<file path="config.mk">
export PLATFORM = sky130hd
export DESIGN_NAME = rect_draw_arbiter
export DESIGN_NICKNAME = d
export VERILOG_FILES = /design/src/rtl/draw_pkg.sv /design/src/rtl/rr_arbiter.sv /design/src/rtl/rect_draw_arbiter.sv
export SDC_FILE = /design/constraint.sdc
export NUM_CORES = 1
export LEC_CHECK = 0
export BUFFER_PORTS_ARGS = -buffer_cell sky130_fd_sc_hd__buf_4
export CORE_UTILIZATION = 53
export DETAILED_ROUTE_END_ITERATION = 10
export PLACE_DENSITY_LB_ADDON = 0.1
export SLEW_MARGIN = 5
export SYNTH_ARGS = -nofsm -noshare
export SYNTH_HDL_FRONTEND = slang
export SYNTH_SLANG_ARGS = --single-unit
export TNS_END_PERCENT = 1
</file>
<file path="constraint.sdc">
create_clock -name clock -period 3.8 [get_ports clock]
set_input_delay 0.38 -clock clock [delete_from_list [all_inputs] [get_ports clock]]
set_output_delay 0.38 -clock clock [all_outputs]
set_load 0.005 [all_outputs]
</file>
<file path="src/rtl/draw_pkg.sv">
// Shared constants for the 160x120, 3-bit-colour drawing path.
package draw_pkg;

    localparam int unsigned SCREEN_W = 160;
    localparam int unsigned SCREEN_H = 120;

    localparam logic [2:0] BLACK   = 3'b000;
    localparam logic [2:0] BLUE    = 3'b001;
    localparam logic [2:0] GREEN   = 3'b010;
    localparam logic [2:0] CYAN    = 3'b011;
    localparam logic [2:0] RED     = 3'b100;
    localparam logic [2:0] MAGENTA = 3'b101;
    localparam logic [2:0] YELLOW  = 3'b110;
    localparam logic [2:0] WHITE   = 3'b111;

    typedef enum logic [1:0] {
        StIdle,
        StDraw,
        StDone
    } state_e;

endpackage

</file>
<file path="src/rtl/rr_arbiter.sv">
// Combinational round-robin pick: first asserted request at or after ptr, wrapping.
module rr_arbiter #(
    parameter int unsigned NREQ  = 3,
    parameter int unsigned PTR_W = (NREQ > 1) ? $clog2(NREQ) : 1
) (
    input  logic [NREQ-1:0]  req,
    input  logic [PTR_W-1:0] ptr,
    output logic [NREQ-1:0]  gnt,
    output logic [PTR_W-1:0] idx,
    output logic             valid
);

    int unsigned j;

    always_comb begin
        gnt   = '0;
        idx   = '0;
        valid = 1'b0;
        j     = 0;
        for (int unsigned k = 0; k < NREQ; k++) begin
            j = (32'(ptr) + k) % NREQ;
            if (!valid && req[j]) begin
                valid  = 1'b1;
                gnt[j] = 1'b1;
                idx    = PTR_W'(j);
            end
        end
    end

endmodule

</file>
<file path="src/rtl/rect_draw_arbiter.sv">
// Round-robin arbiter that scans one granted filled rectangle per request onto the
// vga_adapter pixel port, one pixel per clock.
module rect_draw_arbiter
    import draw_pkg::*;
#(
    parameter int unsigned NREQ = 3,
    parameter int unsigned X_W  = 8,
    parameter int unsigned Y_W  = 7,
    parameter int unsigned D_W  = 8
) (
    input  logic                clock,
    input  logic                resetn,
    input  logic [NREQ-1:0]     req,
    input  logic [NREQ*X_W-1:0] req_x,
    input  logic [NREQ*Y_W-1:0] req_y,
    input  logic [NREQ*D_W-1:0] req_w,
    input  logic [NREQ*D_W-1:0] req_h,
    input  logic [NREQ*3-1:0]   req_colour,
    output logic [NREQ-1:0]     grant,
    output logic [NREQ-1:0]     done,
    output logic                busy,
    output logic [X_W-1:0]      vga_x,
    output logic [Y_W-1:0]      vga_y,
    output logic [2:0]          colour,
    output logic                plot
);

    localparam int unsigned PTR_W = (NREQ > 1) ? $clog2(NREQ) : 1;

    state_e            state_q, state_d;
    logic [NREQ-1:0]   grant_q, grant_d;
    logic [PTR_W-1:0]  gidx_q, gidx_d;
    logic [PTR_W-1:0]  ptr_q, ptr_d;
    logic [X_W-1:0]    x0_q, x0_d;
    logic [Y_W-1:0]    y0_q, y0_d;
    logic [D_W-1:0]    w_q, w_d;
    logic [D_W-1:0]    h_q, h_d;
    logic [D_W-1:0]    cx_q, cx_d;
    logic [D_W-1:0]    cy_q, cy_d;
    logic [2:0]        c0_q, c0_d;

    logic [NREQ-1:0]   arb_gnt;
    logic [PTR_W-1:0]  arb_idx;
    logic              arb_valid;
    logic [X_W-1:0]    sel_x;
    logic [Y_W-1:0]    sel_y;
    logic [D_W-1:0]    sel_w;
    logic [D_W-1:0]    sel_h;
    logic [2:0]        sel_c;
    logic              row_end;
    logic              last_pix;
    logic [X_W:0]      x_sum;
    logic [Y_W:0]      y_sum;

    rr_arbiter #(
        .NREQ  (NREQ),
        .PTR_W (PTR_W)
    ) u_arb (
        .req   (req),
        .ptr   (ptr_q),
        .gnt   (arb_gnt),
        .idx   (arb_idx),
        .valid (arb_valid)
    );

    always_comb begin
        sel_x = '0;
        sel_y = '0;
        sel_w = '0;
        sel_h = '0;
        sel_c = '0;
        for (int unsigned i = 0; i < NREQ; i++) begin
            if (arb_idx == PTR_W'(i)) begin
                sel_x = req_x[i*X_W +: X_W];
                sel_y = req_y[i*Y_W +: Y_W];
                sel_w = req_w[i*D_W +: D_W];
                sel_h = req_h[i*D_W +: D_W];
                sel_c = req_colour[i*3 +: 3];
            end
        end
    end

    assign row_end  = (cx_q == w_q - D_W'(1));
    assign last_pix = row_end && (cy_q == h_q - D_W'(1));

    always_ff @(posedge clock) begin
        if (!resetn) begin
            state_q <= StIdle;
        end else begin
            state_q <= state_d;
        end
    end

    // A zero-area grant keeps grant_q set for its first DONE cycle, so DONE
    // lingers one cycle and grant/done never overlap.
    always_comb begin
        state_d = state_q;
        unique case (state_q)
            StIdle: begin
                if (arb_valid) begin
                    state_d = (sel_w == '0 || sel_h == '0) ? StDone : StDraw;
                end
            end
            StDraw: begin
                if (last_pix) begin
                    state_d = StDone;
                end
            end
            StDone: begin
                if (grant_q == '0) begin
                    state_d = StIdle;
                end
            end
            default: state_d = StIdle;
        endcase
    end

    always_ff @(posedge clock) begin
        if (!resetn) begin
            grant_q <= '0;
            gidx_q  <= '0;
            ptr_q   <= '0;
            x0_q    <= '0;
            y0_q    <= '0;
            w_q     <= '0;
            h_q     <= '0;
            cx_q    <= '0;
            cy_q    <= '0;
            c0_q    <= '0;
        end else begin
            grant_q <= grant_d;
            gidx_q  <= gidx_d;
            ptr_q   <= ptr_d;
            x0_q    <= x0_d;
            y0_q    <= y0_d;
            w_q     <= w_d;
            h_q     <= h_d;
            cx_q    <= cx_d;
            cy_q    <= cy_d;
            c0_q    <= c0_d;
        end
    end

    always_comb begin
        grant_d = grant_q;
        gidx_d  = gidx_q;
        ptr_d   = ptr_q;
        x0_d    = x0_q;
        y0_d    = y0_q;
        w_d     = w_q;
        h_d     = h_q;
        cx_d    = cx_q;
        cy_d    = cy_q;
        c0_d    = c0_q;
        unique case (state_q)
            StIdle: begin
                if (arb_valid) begin
                    grant_d = arb_gnt;
                    gidx_d  = arb_idx;
                    x0_d    = sel_x;
                    y0_d    = sel_y;
                    w_d     = sel_w;
                    h_d     = sel_h;
                    c0_d    = sel_c;
                    cx_d    = '0;
                    cy_d    = '0;
                end
            end
            StDraw: begin
                if (row_end) begin
                    cx_d = '0;
                    cy_d = cy_q + D_W'(1);
                end else begin
                    cx_d = cx_q + D_W'(1);
                end
                if (last_pix) begin
                    grant_d = '0;
                end
            end
            StDone: begin
                grant_d = '0;
                if (grant_q == '0) begin
                    ptr_d = (gidx_q == PTR_W'(NREQ - 1)) ? '0 : gidx_q + PTR_W'(1);
                end
            end
            default: ;
        endcase
    end

    always_comb begin
        x_sum  = (X_W+1)'(x0_q) + (X_W+1)'(cx_q);
        y_sum  = (Y_W+1)'(y0_q) + (Y_W+1)'(cy_q);
        vga_x  = x_sum[X_W-1:0];
        vga_y  = y_sum[Y_W-1:0];
        colour = c0_q;
        plot   = (state_q == StDraw) && (x_sum < (X_W+1)'(SCREEN_W))
                 && (y_sum < (Y_W+1)'(SCREEN_H));
        grant  = grant_q;
        busy   = (state_q != StIdle);
        done   = '0;
        if (state_q == StDone && grant_q == '0) begin
            for (int unsigned i = 0; i < NREQ; i++) begin
                if (gidx_q == PTR_W'(i)) begin
                    done[i] = 1'b1;
                end
            end
        end
    end

endmodule

</file>
# Yosys cells after proc, flatten, opt, wreduce, memory -nomap -nowiden
# Index checks and enable logic that the tools add are counted.
classes:
  muxes: 54
  n_lt_le_gt_ge: 8
  n_eq_ne: 12
  reduce_logical: 27
  div_mod_pow: 3
  n_bitwise: 2
  n_addsub: 9
ops:
  columns: ["operator", "n"]
  rows:
  - ["32-bit by 1-bit greater-or-equal comparator with 1-bit output (second input constant)", 3]
  - ["32-bit by 3-bit < comparator with 1-bit output (second input constant)", 3]
  - ["8-bit two-way mux", 12]
  - ["32-bit by 2-bit modulo with 32-bit output (second input constant)", 2]
  - ["2-bit by 2-bit modulo with 32-bit output (second input constant)", 1]
  - ["8-bit one-hot mux with 2 select lines", 2]
  - ["3-bit two-way mux", 9]
  - ["7-bit two-way mux", 3]
  - ["8-bit by 1-bit adder with 8-bit output (second input constant)", 2]
  - ["8-bit == test", 2]
  - ["8-bit logical NOT", 2]
  - ["2-bit two-way mux", 8]
  - ["8-bit by 1-bit subtractor with 8-bit output (second input constant)", 2]
  - ["1-bit two-way mux", 12]
  - ["8-bit by 8-bit adder with 9-bit output", 1]
  - ["1-bit logical AND", 9]
  - ["9-bit by 8-bit < comparator with 1-bit output (second input constant)", 1]
  - ["3-bit one-hot mux with 3 select lines", 1]
  - ["3-bit AND reduction", 3]
  - ["7-bit by 8-bit adder with 8-bit output", 1]
  - ["8-bit by 7-bit < comparator with 1-bit output (second input constant)", 1]
  - ["2-bit inequality test (second input constant)", 4]
  - ["1-bit binary-select mux with 2-bit select", 3]
  - ["1-bit demux with 2-bit select", 3]
  - ["other kinds (14)", 25]
word_totals:
  out_inout_bits: 26
  ff_bits: 59
  wordCells: 126
  input_bits: 107

# Depth between registers and ports, before layout
logic_depth:
  word_depth: 19
  mapped_depth: 14
  depth_no_buf: 11

# By module
# Synthesis repeated with hierarchy kept, for this count alone.
hier_totals:
  cells_unflattened: 557
  hier_area_um2: 4499.3
modules_own_cells:
  columns: ["mod", "cells_per_inst", "instances", "area_per_inst_um2", "seq_area_each_um2"]
  rows:
  - ["rect_draw_arbiter", 505, 1, 4117.7, 1181.1]
  - ["rr_arbiter", 52, 1, 381.6, 0.0]

# Worst setup path after synthesis
# No wires, ideal clock.
synth_path:
  path_type: "reg2reg"
  from: "register ptr_q[1]"
  to: "register state_q[0]"
  period_less_slack_ps: 2811
  stages_incl_launch_ff: 13
  setup_time_ps: 131
  n_path_buf: 2
  required_time_ps: 3669
  setup_slack_ps: 989
  t_arrival_ps: 2681
  path_cell_list: "dfxtp_1 > inv_1 > ha_1 > or3b_4 > and2_1 > buf_6 > a31o_1 > buf_6 > and3_1 > a221oi_2 > or4b_1 > o21ai_0 > o22ai_1"
synth_between:
  elab_chain_cells: 19
  word_cells_on_any_way: 38
  cone_classes: "add/sub: 2; div: 3; eq/ne: 3; mux: 21; reduce/logical: 9"
synth_rtl:
  columns: ["element", "line_no", "source"]
  rows:
  - ["from (decl)", "rect_draw_arbiter.sv:33", "logic [PTR_W-1:0] ptr_q, ptr_d;"]
  - ["from (signal assigned)", "rect_draw_arbiter.sv:133", "ptr_q <= ptr_d;"]
  - ["parallel branches: the longest is 19 deep, another holds 32-bit by 2-bit modulo with 32-bit output", null, null]
  - ["to (signal assigned)", "rect_draw_arbiter.sv:88", "state_q <= StIdle;"]
  - ["to (signal assigned)", "rect_draw_arbiter.sv:90", "state_q <= state_d;"]
  - ["to (decl)", "rect_draw_arbiter.sv:30", "state_e state_q, state_d;"]
# Parallel ways; which one is timed is not known. The select of a mux whose other input is x is not followed.
# A chain may end at the register's enable or synchronous reset.

# Worst setup path in the final report
# Same ends and word-level chain as after synthesis.

==> results.ini <==
[routing]
drt-met1-wl_um = 5660
vias = 4688
firstDrtPassIters = 5
ant_nets = 0
dr_wl_met2_um = 6000
wl_met3_um = 849
routed.top_layer = met4
dr.first_iter.drc_count = 188
post_drt_wl_per_cell_um = 15.6
drc = 0
viasPerCell = 5.75
routed_wl_um = 12700

[worst_setup_path]
worstPathArrival_ns = 3.54
cp_data_required_time_ns = 4.00
worstPathMaxFanout = 23
slowest_stage = a31o_1
reg2reg_setup_slack_ns = 0.47
crit_path_start_kind = flop
cp_common_cell = o21ai_0
r2r_start = ptr_q[1]
rr_worst_depth = 11
slowest_delay_ns = 0.70
cp_cell_sequence = inv_1 > ha_1 > or3b_4 > a31oi_2 > a31o_1 > buf_4 > mux2i_1 > o21ai_0 > nand4_1 > o21ai_0 > o22ai_1
reg2reg_to = state_q[0]
critPathCaptureType = flop
critical_path_class = flop to flop

[timing]
final_hold_viol_count = 0
max_freq_mhz = 300
setup_viol = 0
setup_ws_ns = 0.467
slew_headroom_pct = 44.4
setup-tns-final_ns = 0
whs_ns = 0.484
maxSlewViolCount = 0
clock_skew_ns = 0.0109
tightestPinTransition_ns = 0.834
period_minus_slack_ns = 3.33
finalCritPeriodShare_pct = 87.7
rsz0062_at_grt = false

[logic_synthesis]
syn-num-nets = 726
syn_avg_cell_area_um2 = 7.64
synth.most_common_cell = nand2_1
syn_inst = 590
yosys.area.top_type = dfxtp_1
ys_async_sr_fraction_pct = 0
synth_ff_type = dfxtp_1
synth_top_area_share_pct = 26.2
ys_types = 60
ys_seq_elements = 59
ys_seq_area_share_pct = 26.2
synth.cell_area_mm2 = 0.00451
yosys-top-cells-area = dfxtp_1 (26%), ha_1 (7.5%), nand2_1 (6.2%)
ys_warn_count = 0
synth_edf_count = 0
synthTopCellsByCount = nand2_1 (74), dfxtp_1 (59), nor2_1 (51), a21oi_1 (40), nor2b_1 (39)

[min_path]
hold_path_end = colour[1]
hold_path_startpoint = req_colour[4]
hold_class = input pin to flop
whs_path_depth = 5

[place]
dp_slack_ns = 0.498
dpl_cell_area_mm2 = 0.00555
io_buffers = 132
gp_congestion = 0.922
dp_hpwl_um = 9860

[power]
vdd_ir_drop_max_mv = 0.334
p_per_area_mw_per_mm2 = 611
total_power_uw = 3510
power_leakage_uw = 0.00257

[layout]
design_area_mm2 = 0.00575
syn2layout_area_growth_pct = 27.6
final_layout_size_suffix_gt1_share_pct = 23.5
fin_nets = 843
n_antenna_cell = 0

[cts]
cts_buffer_depth = 2
root_buffer = clkbuf_8
clk_latency_ns = 0.34
holdBufCountCts = 0
htreeDepth = 3
cts_buffers = 9
cts_setup_buffers = 0
cts_resized = 0
cts_tree = done
path_clk_slew_ns = 0.07
cts.sinks = 59

[die]
rows = 33
coreArea_mm2 = 0.00822
ios = 133
fp.dieH_um = 94.2
die_w_um = 94.2
start_util_pct = 54.9
dieArea_mm2 = 0.00888

[run_status]
outcome = complete, no violations

[grt]
track_usage_pct = 28.7
antenna_found_initial = 0
grt_max_degree = 50
grt_pass1_vias = 4304
grt_pass1_wl_um = 20000
grt_overflow = 0

[flow_run]
cap_violations = 0

## worst max-delay path, delay by kind of cell (launching register included)
family,cells,cell delay [ns]
simple gates,2,0.60
fa+ha+maj,1,0.26
flops,1,0.38
compound gates,5,1.43
mux,1,0.10
buf+inv,2,0.42
## per-layer routing
layer	up-vias	GRT usage, %
met5	-	0
met4	0	10.5
met3	21	4.37
met2	174	48.6
met1	2173	36.6
li1	2320	-
## logic make-up after synthesis
logic type | synth area share [%]
simple gates | 26.9
compound gates | 21.2
buf+inv | 5.75
flops | 26.2
xor+xnor | 8.16
fa+ha+maj | 8.38
mux | 3.36
## sequential cells by signal, summed over array words and instances (netlist names)
signal and flops:
state_q 2, colour 3, x0_q 8, y0_q 7
cy_q 8, ptr_q 2, w_q 8, h_q 8
gidx_q 2, cx_q 8, grant 3
## area by class of cell
type,count,area (um^2)
clock buffer,12,165
clock inverter,2,35.0
multi-input combinational,467,3080
tap,105,131
fill,694,2470
inverter,31,116
sequential,59,1180
timing repair buffer,139,1040
## worst max path at each step
stage / cells past startpoint / slack, ns / from / end
floorplan: 12 / 0.99 / ptr_q[1] / state_q[0]
global placement: 10 / 0.62 / ptr_q[1] / state_q[0]
detailed placement: 10 / 0.50 / ptr_q[1] / state_q[0]
CTS: 10 / 0.49 / ptr_q[1] / state_q[0]
global route: 10 / 0.21 / ptr_q[1] / state_q[0]
finish: 11 / 0.47 / ptr_q[1] / state_q[0]
## power breakdown
part           switching, uW  internal [uW]
Combinational           1080            878
Sequential               181            789
Clock                    240            348
## metrics by stage
step                cells  util (%)
global placement      801      67.5
global route          815      70.0
floorplan             590         -
finish                815      70.0
detailed placement    801      67.5
CTS                   815      70.0
## cells in the final DEF (no fill, tap or decap), types with 5 or more instances in the layout
cell type | Yosys | layout
a21oi_1 | 40 | 40
xnor2_1 | 23 | 23
dfxtp_1 | 59 | 59
o22ai_1 | 8 | 8
xor2_1 | 19 | 19
nand2_1 | 74 | 74
mux2i_1 | 14 | 14
nor2b_1 | 39 | 39
clkbuf_8 | 0 | 12
buf_4 | 0 | 139
and3_1 | 7 | 7
nor3_1 | 11 | 11
inv_1 | 31 | 31
o21ai_0 | 25 | 25
and2_1 | 12 | 12
a211oi_1 | 5 | 5
ha_1 | 27 | 27
nor4_1 | 10 | 10
a311oi_1 | 28 | 28
nand4_1 | 9 | 9
nor2_1 | 51 | 51
(Power assumes the default switching activity.)
